--- config.mk ---
export PLATFORM = sky130hd
export DESIGN_NAME = fetch_buffer
export DESIGN_NICKNAME = d
export VERILOG_FILES = /design/src/rtl/fetch_buffer.sv
export SDC_FILE = /design/constraint.sdc
export NUM_CORES = 1
export LEC_CHECK = 0
export BUFFER_PORTS_ARGS = -buffer_cell sky130_fd_sc_hd__buf_4
export CORE_MARGIN = 2
export CORE_UTILIZATION = 57
export CTS_BUF_LIST = sky130_fd_sc_hd__clkbuf_16
export CTS_CLUSTER_SIZE = 40
export DETAILED_ROUTE_END_ITERATION = 12
export PLACE_DENSITY = 0.78
export SLEW_MARGIN = 0
export SYNTH_ARGS = -nofsm -noshare
export SYNTH_HDL_FRONTEND = slang
export SYNTH_SLANG_ARGS = --single-unit
--- constraint.sdc ---
create_clock -name clk -period 4.1 [get_ports clk]
set_clock_uncertainty 0.05 [all_clocks]
set_input_delay 0.205 -clock clk [delete_from_list [all_inputs] [get_ports clk]]
set_output_delay 0.205 -clock clk [all_outputs]
set_load 0.005 [all_outputs]
--- src/rtl/fetch_buffer.sv ---
// fetch_buffer: instruction fetch queue between a combinational instruction
// ROM and the Decode stage.
//
// Each cycle in which the queue has room (or frees a slot through a pop),
// the word at fetch_pc is captured together with its PC and fetch_pc steps
// by 4. Decode sees the oldest entry on instr_out/pc_out. A redirect (flush)
// empties the queue and reloads fetch_pc from redirect_pc.
//
// Handshake: instr_valid is the producer-side valid and ~stall is the
// consumer-side ready. An entry is consumed on a rising edge exactly when
// instr_valid=1, stall=0 and flush=0. While stall=1 the head entry and every
// output derived from it stay stable. flush overrides both sides.
//
// Build option: define FETCH_BUFFER_BYPASS_EN to forward the ROM word
// straight to the outputs while the queue is empty (zero-latency fetch).
// Without it, a fetched word always passes through the queue (one-cycle
// latency).

module fetch_buffer #(
    parameter int          DEPTH    = 4,
    parameter logic [31:0] RESET_PC = 32'h0000_0000
) (
    input  logic                      clk,
    input  logic                      reset,
    input  logic                      flush,
    input  logic [31:0]               redirect_pc,
    input  logic                      stall,
    output logic [31:0]               imem_addr,
    input  logic [31:0]               imem_data,
    output logic                      instr_valid,
    output logic [31:0]               instr_out,
    output logic [31:0]               pc_out,
    output logic [31:0]               pc_plus4_out,
    output logic [$clog2(DEPTH):0]    count
);

    localparam int PTR_W = $clog2(DEPTH);
    localparam int CNT_W = PTR_W + 1;
    localparam logic [CNT_W-1:0] FULL_COUNT = CNT_W'(DEPTH);
    localparam logic [PTR_W-1:0] PTR_ONE    = PTR_W'(1);
    localparam logic [CNT_W-1:0] CNT_ONE    = CNT_W'(1);

    // Architectural state
    logic [31:0]      fetchPc;
    logic [PTR_W-1:0] headPtr;
    logic [PTR_W-1:0] tailPtr;
    logic [CNT_W-1:0] occupancy;

    // Entry storage; never reset, the outputs are gated by occupancy instead
    logic [31:0]      instrMem [DEPTH];
    logic [31:0]      pcMem    [DEPTH];

    // Per-cycle control
    logic             queueEmpty;
    logic             queueFull;
    logic             queuePop;
    logic             queuePush;
    logic             bypassTake;
    logic             fetchAdvance;
    logic             storeEn;

    // Head entry as read from storage
    logic [31:0]      headInstr;
    logic [31:0]      headPc;

    // Push/pop decision for this cycle; flush suppresses both
    always_comb begin
        queueEmpty = (occupancy == '0);
        queueFull  = (occupancy == FULL_COUNT);
        queuePop   = ~queueEmpty & ~stall & ~flush;
`ifdef FETCH_BUFFER_BYPASS_EN
        // Empty queue and Decode ready: the ROM word goes straight out and
        // is not stored. With stall=1 the word is stored normally, so the
        // same entry is presented from the queue on the following cycle.
        bypassTake = queueEmpty & ~flush & ~stall;
`else
        bypassTake = 1'b0;
`endif
        queuePush    = ~flush & (~queueFull | queuePop) & ~bypassTake;
        fetchAdvance = queuePush | bypassTake;
        storeEn      = queuePush & ~reset;
    end

    // Fetch PC, pointers and occupancy; reset beats flush, flush beats all
    always_ff @(posedge clk or posedge reset) begin
        if (reset) begin
            fetchPc   <= RESET_PC;
            headPtr   <= '0;
            tailPtr   <= '0;
            occupancy <= '0;
        end else if (flush) begin
            fetchPc   <= redirect_pc;
            headPtr   <= '0;
            tailPtr   <= '0;
            occupancy <= '0;
        end else begin
            if (fetchAdvance) begin
                fetchPc <= fetchPc + 32'd4;
            end
            if (queuePush) begin
                tailPtr <= tailPtr + PTR_ONE;
            end
            if (queuePop) begin
                headPtr <= headPtr + PTR_ONE;
            end
            // Push and pop together leave occupancy unchanged, even when full
            case ({queuePush, queuePop})
                2'b10:   occupancy <= occupancy + CNT_ONE;
                2'b01:   occupancy <= occupancy - CNT_ONE;
                default: occupancy <= occupancy;
            endcase
        end
    end

    // Capture {fetch_pc, ROM word} at the tail on every push
    always_ff @(posedge clk) begin
        if (storeEn) begin
            instrMem[tailPtr] <= imem_data;
            pcMem[tailPtr]    <= fetchPc;
        end
    end

    // Head read, zeroed when the queue is empty (optionally bypassed)
    always_comb begin
        headInstr   = instrMem[headPtr];
        headPc      = pcMem[headPtr];
        instr_valid = ~queueEmpty;
        instr_out   = queueEmpty ? 32'h0 : headInstr;
        pc_out      = queueEmpty ? 32'h0 : headPc;
`ifdef FETCH_BUFFER_BYPASS_EN
        if (queueEmpty && !flush && !reset) begin
            instr_valid = 1'b1;
            instr_out   = imem_data;
            pc_out      = fetchPc;
        end
`endif
        pc_plus4_out = pc_out + 32'd4;
    end

    // Plain output mapping of internal state
    always_comb begin
        imem_addr = fetchPc;
        count     = occupancy;
    end

endmodule

### Yosys cells after proc, flatten, opt, wreduce, memory -nomap -nowiden

Memory sizes are Yosys's and may differ from the RTL's.
Cells that the tools add are included.

| cells by class | value |
|---|---|
| equality and inequality tests | 3 |
| reductions and logical operators | 4 |
| bitwise operators | 10 |
| add/subtract/negate cells | 6 |
| muxes and demuxes | 12 |

Operators with widths:

| cell | number |
|---|---|
| $mux 32 | 4 |
| $add 32x3->32 const B | 2 |
| $mux 2 | 4 |
| $pmux 3 s2 | 1 |
| $not 1->1 | 5 |
| $add 2x1->2 const B | 2 |
| $and 1x1->1 | 4 |
| $reduce_bool 2->1 | 2 |
| $add 3x1->3 const B | 1 |
| $eq 3x3->1 const B | 1 |
| $logic_not 3->1 | 1 |
| $mux 3 | 1 |
| $reduce_bool 3->1 | 1 |
| $sub 3x1->3 const B | 1 |
| $eq 2x1->1 const B | 1 |
| $eq 2x2->1 const B | 1 |
| $mux 1 | 2 |
| $or 1x1->1 | 1 |

| word-level totals | value |
|---|---|
| register bits | 39 |
| memories kept | 2 |
| word-level logic and storage cells | 41 |
| bits in writable memories | 256 |
| input bits | 68 |
| output and inout port bits | 132 |

Memory list:

| memory | words | width | read ports | clocked after Yosys merged registers in | write ports | line | text |
|---|---|---|---|---|---|---|---|
| instrMem | 4 | 32 | 1 | 0 | 1 | 50 | `logic [31:0] instrMem [DEPTH];` |
| pcMem | 4 | 32 | 1 | 0 | 1 | 51 | `logic [31:0] pcMem [DEPTH];` |

### Longest topological paths before layout

| depth | value |
|---|---|
| word-level depth | 9 |
| mapped depth | 14 |
| mapped depth without buffers | 10 |

### Worst setup path before layout

OpenSTA, ideal clock, no wires.

| path | value |
|---|---|
| path type | reg2reg |
| start | reg occupancy[0], in the netlist count[0] |
| end | mem instrMem[0][0], enable pin |
| slack | 0.913 ns |
| setup time | 0.429 ns |
| clock period less this slack | 3.187 ns |
| arrival | 2.708 ns |
| data required time | 3.621 ns |
| stages on the path, launching flop included | 6 |
| buffers on the path | 0 |
| cells stage by stage | dfrtp_1 inv_1 ha_1 o211ai_2 nor3b_1 and2_1 |

| between the ends | value |
|---|---|
| cells in the longest elaborated chain, start to end | 9 |
| elaborated cells on any way between the ends | 11 |
| those cells by class | eq/ne (1); mux (2); bitwise (7); reduce/logical (1) |

Ends and longest elaborated chain:

| element | line | text |
|---|---|---|
| start: declaration | 47 | `logic [CNT_W-1:0] occupancy;` |
| start signal: assignment | 108 | `2'b10: occupancy <= occupancy + CNT_ONE;` |
| start signal: assignment | 109 | `2'b01: occupancy <= occupancy - CNT_ONE;` |
| start signal: assignment | 110 | `default: occupancy <= occupancy;` |
| $logic_not 3->1 | 68 | `queueEmpty = (occupancy == '0);` |
| $not 1->1 | 70 | `queuePop = ~queueEmpty & ~stall & ~flush;` |
| $and 1x1->1 (2 in a row) | 70 |  |
| $or 1x1->1 (*) | 79 | `queuePush = ~flush & (~queueFull \| queuePop) & ~bypassTake;` |
| $and 1x1->1 (*) | 79 |  |
| $and 1x1->1 (*) | 81 | `storeEn = queuePush & ~reset;` |
| $mux 1 (*) | 117 | `if (storeEn) begin` |
| $mux 1 (implied by the code) (*) | 118 | `instrMem[tailPtr] <= imem_data;` |
| end: declaration | 50 |  |

Mark *: on every way between the ends. The rest lies on a longest branch, timed or not.

### Worst setup path in the final report

| path | value |
|---|---|
| start | reg occupancy[0], in the netlist count[0] |
| end | out pc_plus4_out[22] |

| between the ends | value |
|---|---|
| cells in the longest elaborated chain, start to end | 3 |

Ends and longest elaborated chain:

| element | line | text |
|---|---|---|
| $logic_not 3->1 | 68 |  |
| $mux 32 | 129 | `pc_out = queueEmpty ? 32'h0 : headPc;` |
| $add 32x3->32 | 137 | `pc_plus4_out = pc_out + 32'd4;` |
| end: declaration | 33 | `output logic [31:0] pc_plus4_out,` |

No other way between the ends.

==> summary.md <==
| Metric | Value |
|---|---|
| Combinational share of power | `0.309` |
| Die area | `approximately 23000 um^2` |
| Std-Cell Rows | `54` |
| Worst reg2reg endpoint | `instrMem[1][25]` |
| Clock tree sinks | `approximately 300` |
| Sw Pwr | `about 2.5 mW` |
| Die span in y | `about 150 um` |
| Final instance area | `between 15000 and 20000 um^2` |
| Synth cell types | `44` |
| Die X-Extent | `152.9 um` |
| First-pass GRT wire length | `between 40 and 50 mm` |
| WHS Endpoint | `headPtr[0]` |
| RD Place Congestion | `between 0.8 and 0.9` |
| Dpl hpwl | `between 15 and 20 mm` |
| Vias in the first global route | `between 7000 and 8000` |
| Setup CP Type | `reg -> out` |
| Status | `complete, no violations` |
| Vias | `approximately 7500` |
| GR Util met1 | `0.3263` |
| Clock slew at reported path FFs | `approximately 60 ps` |
| Yosys top cell by area | `edfxtp_1` |
| RSZ-0062 raised after global routing | `false` |
| CP endpoint kind | `primary output` |
| Cts bufs inserted | `29` |
| Crit path buf inv count | `3` |
| Syn_area_per_cell | `around 17 um^2` |
| VDD IR max | `approximately 350 uV` |
| Area contributors post-synth | `edfxtp_1 (61%), dfrtp_1 (7.7%), mux4_2 (7.3%)` |
| Postcts setup bufs | `0` |
| Flop2flop setup slack | `between 1000 and 1500 ps` |
| Int Power | `between 6 and 7 mW` |
| Layout net count | `approximately 1100` |
| Commonest non-fill, non-tap cell in the layout | `edfxtp_1` |
| Crit path time final | `slightly below 4000 ps` |
| Starting Density | `0.5790` |
| Max-slew violation count | `0` |
| Endpoints failing setup | `0` |
| PortBufs | `199` |
| Diode count | `0` |
| EDFF count, synth | `approximately 260` |
| Yosys Warn Count | `0` |
| Delay-heaviest family, CP | `simple AND/OR/NAND/NOR gates` |
| Synth Flop Type | `edfxtp_1` |
| P&R area growth vs syn | `26.21%` |
| Fraction of registers with async set/reset | `0.1322` |
| Fmax | `0.2580 GHz` |
| Fin. Hold Viols | `0` |
| Power Total | `roughly 9 mW` |
| Number of max-cap violations | `0` |
| Area after DPL | `~14000 um^2` |
| H-tree lvl count | `1` |
| Iteration count of the initial detailed-routing pass | `5` |
| Final ANT Viol Nets | `0` |
| DRT iter0 DRCs | `497` |
| Worst R2R Path Depth | `6` |
| Min-delay src | `stall` |
| Grt met2 use | `0.3995` |
| Critical R2R Launch | `count[0]` |
| Share of cells above drive strength 1 | `0.3076` |
| Slew @ Worst Pin | `728.4 ps` |
| Setup TNS | `0 ps` |
| Worst hold path depth | `4` |
| PD cells | `between 500 and 600 nW/um^2` |
| CTS tree | `yes` |
| Post-Synthesis Cells | `~760` |
| WP data arrival | `3620 ps` |
| Vias per cell | `about 5.6` |
| Period utilisation layout | `0.9454` |
| Slew HR | `0.5093` |
| CP Data Required Time | `3850 ps` |
| Pre-CTS WS | `about 760 ps` |
| CP Cell Sequence | `inv_1, ha_1, nor2b_1, inv_2, and2_1, ha_1, o211ai_2, or2_1, nor4_4, xor2_1, buf_4` |
| Net Sw Frac | `0.2854` |
| Largest net degree at the start of global routing | `70` |
| Critical path's most frequent cell | `ha_1` |
| Worst skew pair latency | `530 ps` |
| Fill cell count | `between 1000 and 1500` |
| Register Area | `approximately 8700 um^2` |
| Met3 Usage GRT | `0.03714` |
| I/O Pins | `200` |
| Sequential fraction of the synthesis area | `0.6856` |
| Initial antenna violation count | `0` |
| Area of the multi-input gates | `between 3000 and 4000 um^2` |
| Clock Power Share | `0.276` |
| P_leak | `just under 6 nW` |
| Flops & latches, synth | `roughly 300` |
| Highest-count cells in the layout ignoring fill and taps | `edfxtp_1 (256), buf_4 (210), dlygate4sd3_1 (65), and2_1 (55), nand2_1 (52)` |
| Share of power burned in registers | `0.415` |
| Worst hold path class | `in -> reg` |
| Worst Setup Start Kind | `flop` |
| Wirelength per Cell | `around 20 um` |
| Overflow after GRT | `0` |
| Syn Std Cell Area | `around 13000 um^2` |
| Mapped Nets | `~830` |
| Critical Path Max Stage Delay | `between 400 and 500 ps` |
| CP max stage cell | `inv_2` |
| DRC | `0` |
| PnR worst setup slack | `between 200 and 250 ps` |
| Final Core Density | `0.7308` |
| CP Max Fanout | `33` |
| Core box area | `21820 um^2` |
| Clock Path Buffers | `3` |
| Synth top area share | `0.6084` |
| Gr usage total | `0.2350` |
| Wirelength, routed | `roughly 27 mm` |
| Grt peak-use layer | `met2` |
| Root Driver | `clkbuf_16` |
## layout make-up
class                           instances  share of cell area
Timing Repair Buffer                  278              0.1434
Multi-Input combinational cell        410              0.2321
Clock buffer                           29             0.04550
Inverter                               14            0.003295
Sequential cell                       295              0.5437
Clock inverter                         24             0.01004
Tap cell                              280             0.02197
## worst max path at each step
| stage | from | to | slack, ps | depth (start not counted) |
|---|---|---|---|---|
| 2_1_floorplan | count[0] | instrMem[0][0] | 910 | 5 |
| 3_3_place_gp | count[0] | pc_plus4_out[31] | 850 | 10 |
| 3_5_place_dp | count[0] | pc_plus4_out[31] | 760 | 10 |
| 4_1_cts | count[0] | pc_plus4_out[31] | 150 | 10 |
| 5_1_grt | count[0] | pc_plus4_out[22] | 6 | 11 |
| 6_report | count[0] | pc_plus4_out[22] | 220 | 11 |
## worst min-delay path: stages
cell,delay (ps)
buf_4,120
nor2_1,70
xnor2_1,160
nor2_1,40
## metal layers
layer / part of all wire / wire [um] / vias to the layer above
met5: 0 / 0 / -
met4: 0.019 / 526 / 0
met3: 0.069 / 1894 / 39
met2: 0.50 / 13740 / 295
met1: 0.41 / 11100 / 3702
li1: - / - / 3447
## synthesized netlist by cell type (2+ instances only)
cell	number
or2_2	4
mux4_2	41
nand2_1	52
nand4_1	19
buf_4	7
mux4_1	18
buf_12	2
a311oi_1	2
nor3b_1	2
mux2_2	7
inv_1	13
nor2_1	24
nor2b_1	2
xor2_1	26
and2_1	59
xnor2_1	34
nand3_1	15
mux2i_1	12
and4_1	4
ha_1	8
a21oi_1	2
nor3_1	20
o21ai_0	30
edfxtp_1	256
nand2b_1	2
buf_6	4
clkbuf_1	14
o211ai_2	3
buf_2	9
nor3_2	2
and3_1	11
dfrtp_1	39
## power groups by stage
stage | sequential, mW | combinational, mW | clock, mW
after floorplan | 3.62 | 1.52 | 0
after global placement | 3.73 | 2.67 | 0
final | 3.68 | 2.74 | 2.44
after CTS | 3.68 | 2.76 | 2.49
after global routing | 3.70 | 2.95 | 2.61
after detailed placement | 3.74 | 2.69 | 0
## cells by family (layout without fill, tap and decap cells)
logic type,count (synthesis),count (layout),share of synthesized area
fa+ha+maj,8,8,0.007922
flops,295,295,0.6856
xor+xnor,60,60,0.04159
mux,78,78,0.1263
compound gates,43,43,0.02179
buf+inv,50,345,0.02277
simple gates,221,221,0.09407
## state kept, by name (all words and copies together) (netlist names)
signal	flops
tailPtr	2
count	3
imem_addr	32
instrMem	128
pcMem	128
headPtr	2
## metrics by stage
step,hold slack (ps),instances
after floorplan,253.9,755
after global placement,245.3,1212
after detailed placement,244.2,1212
after CTS,33.43,1330
after global routing,58.60,1330
final,47.32,1330
## what timing repair did
| action | 4_1_cts | 5_1_grt |
|---|---|---|
| setup endpoints to repair | 0 | 3 |
| resized for setup | 0 | 1 |
| hold buffers | 65 | 0 |
| hold endpoints to repair | 173 | 0 |
(Power assumes the default switching activity.)
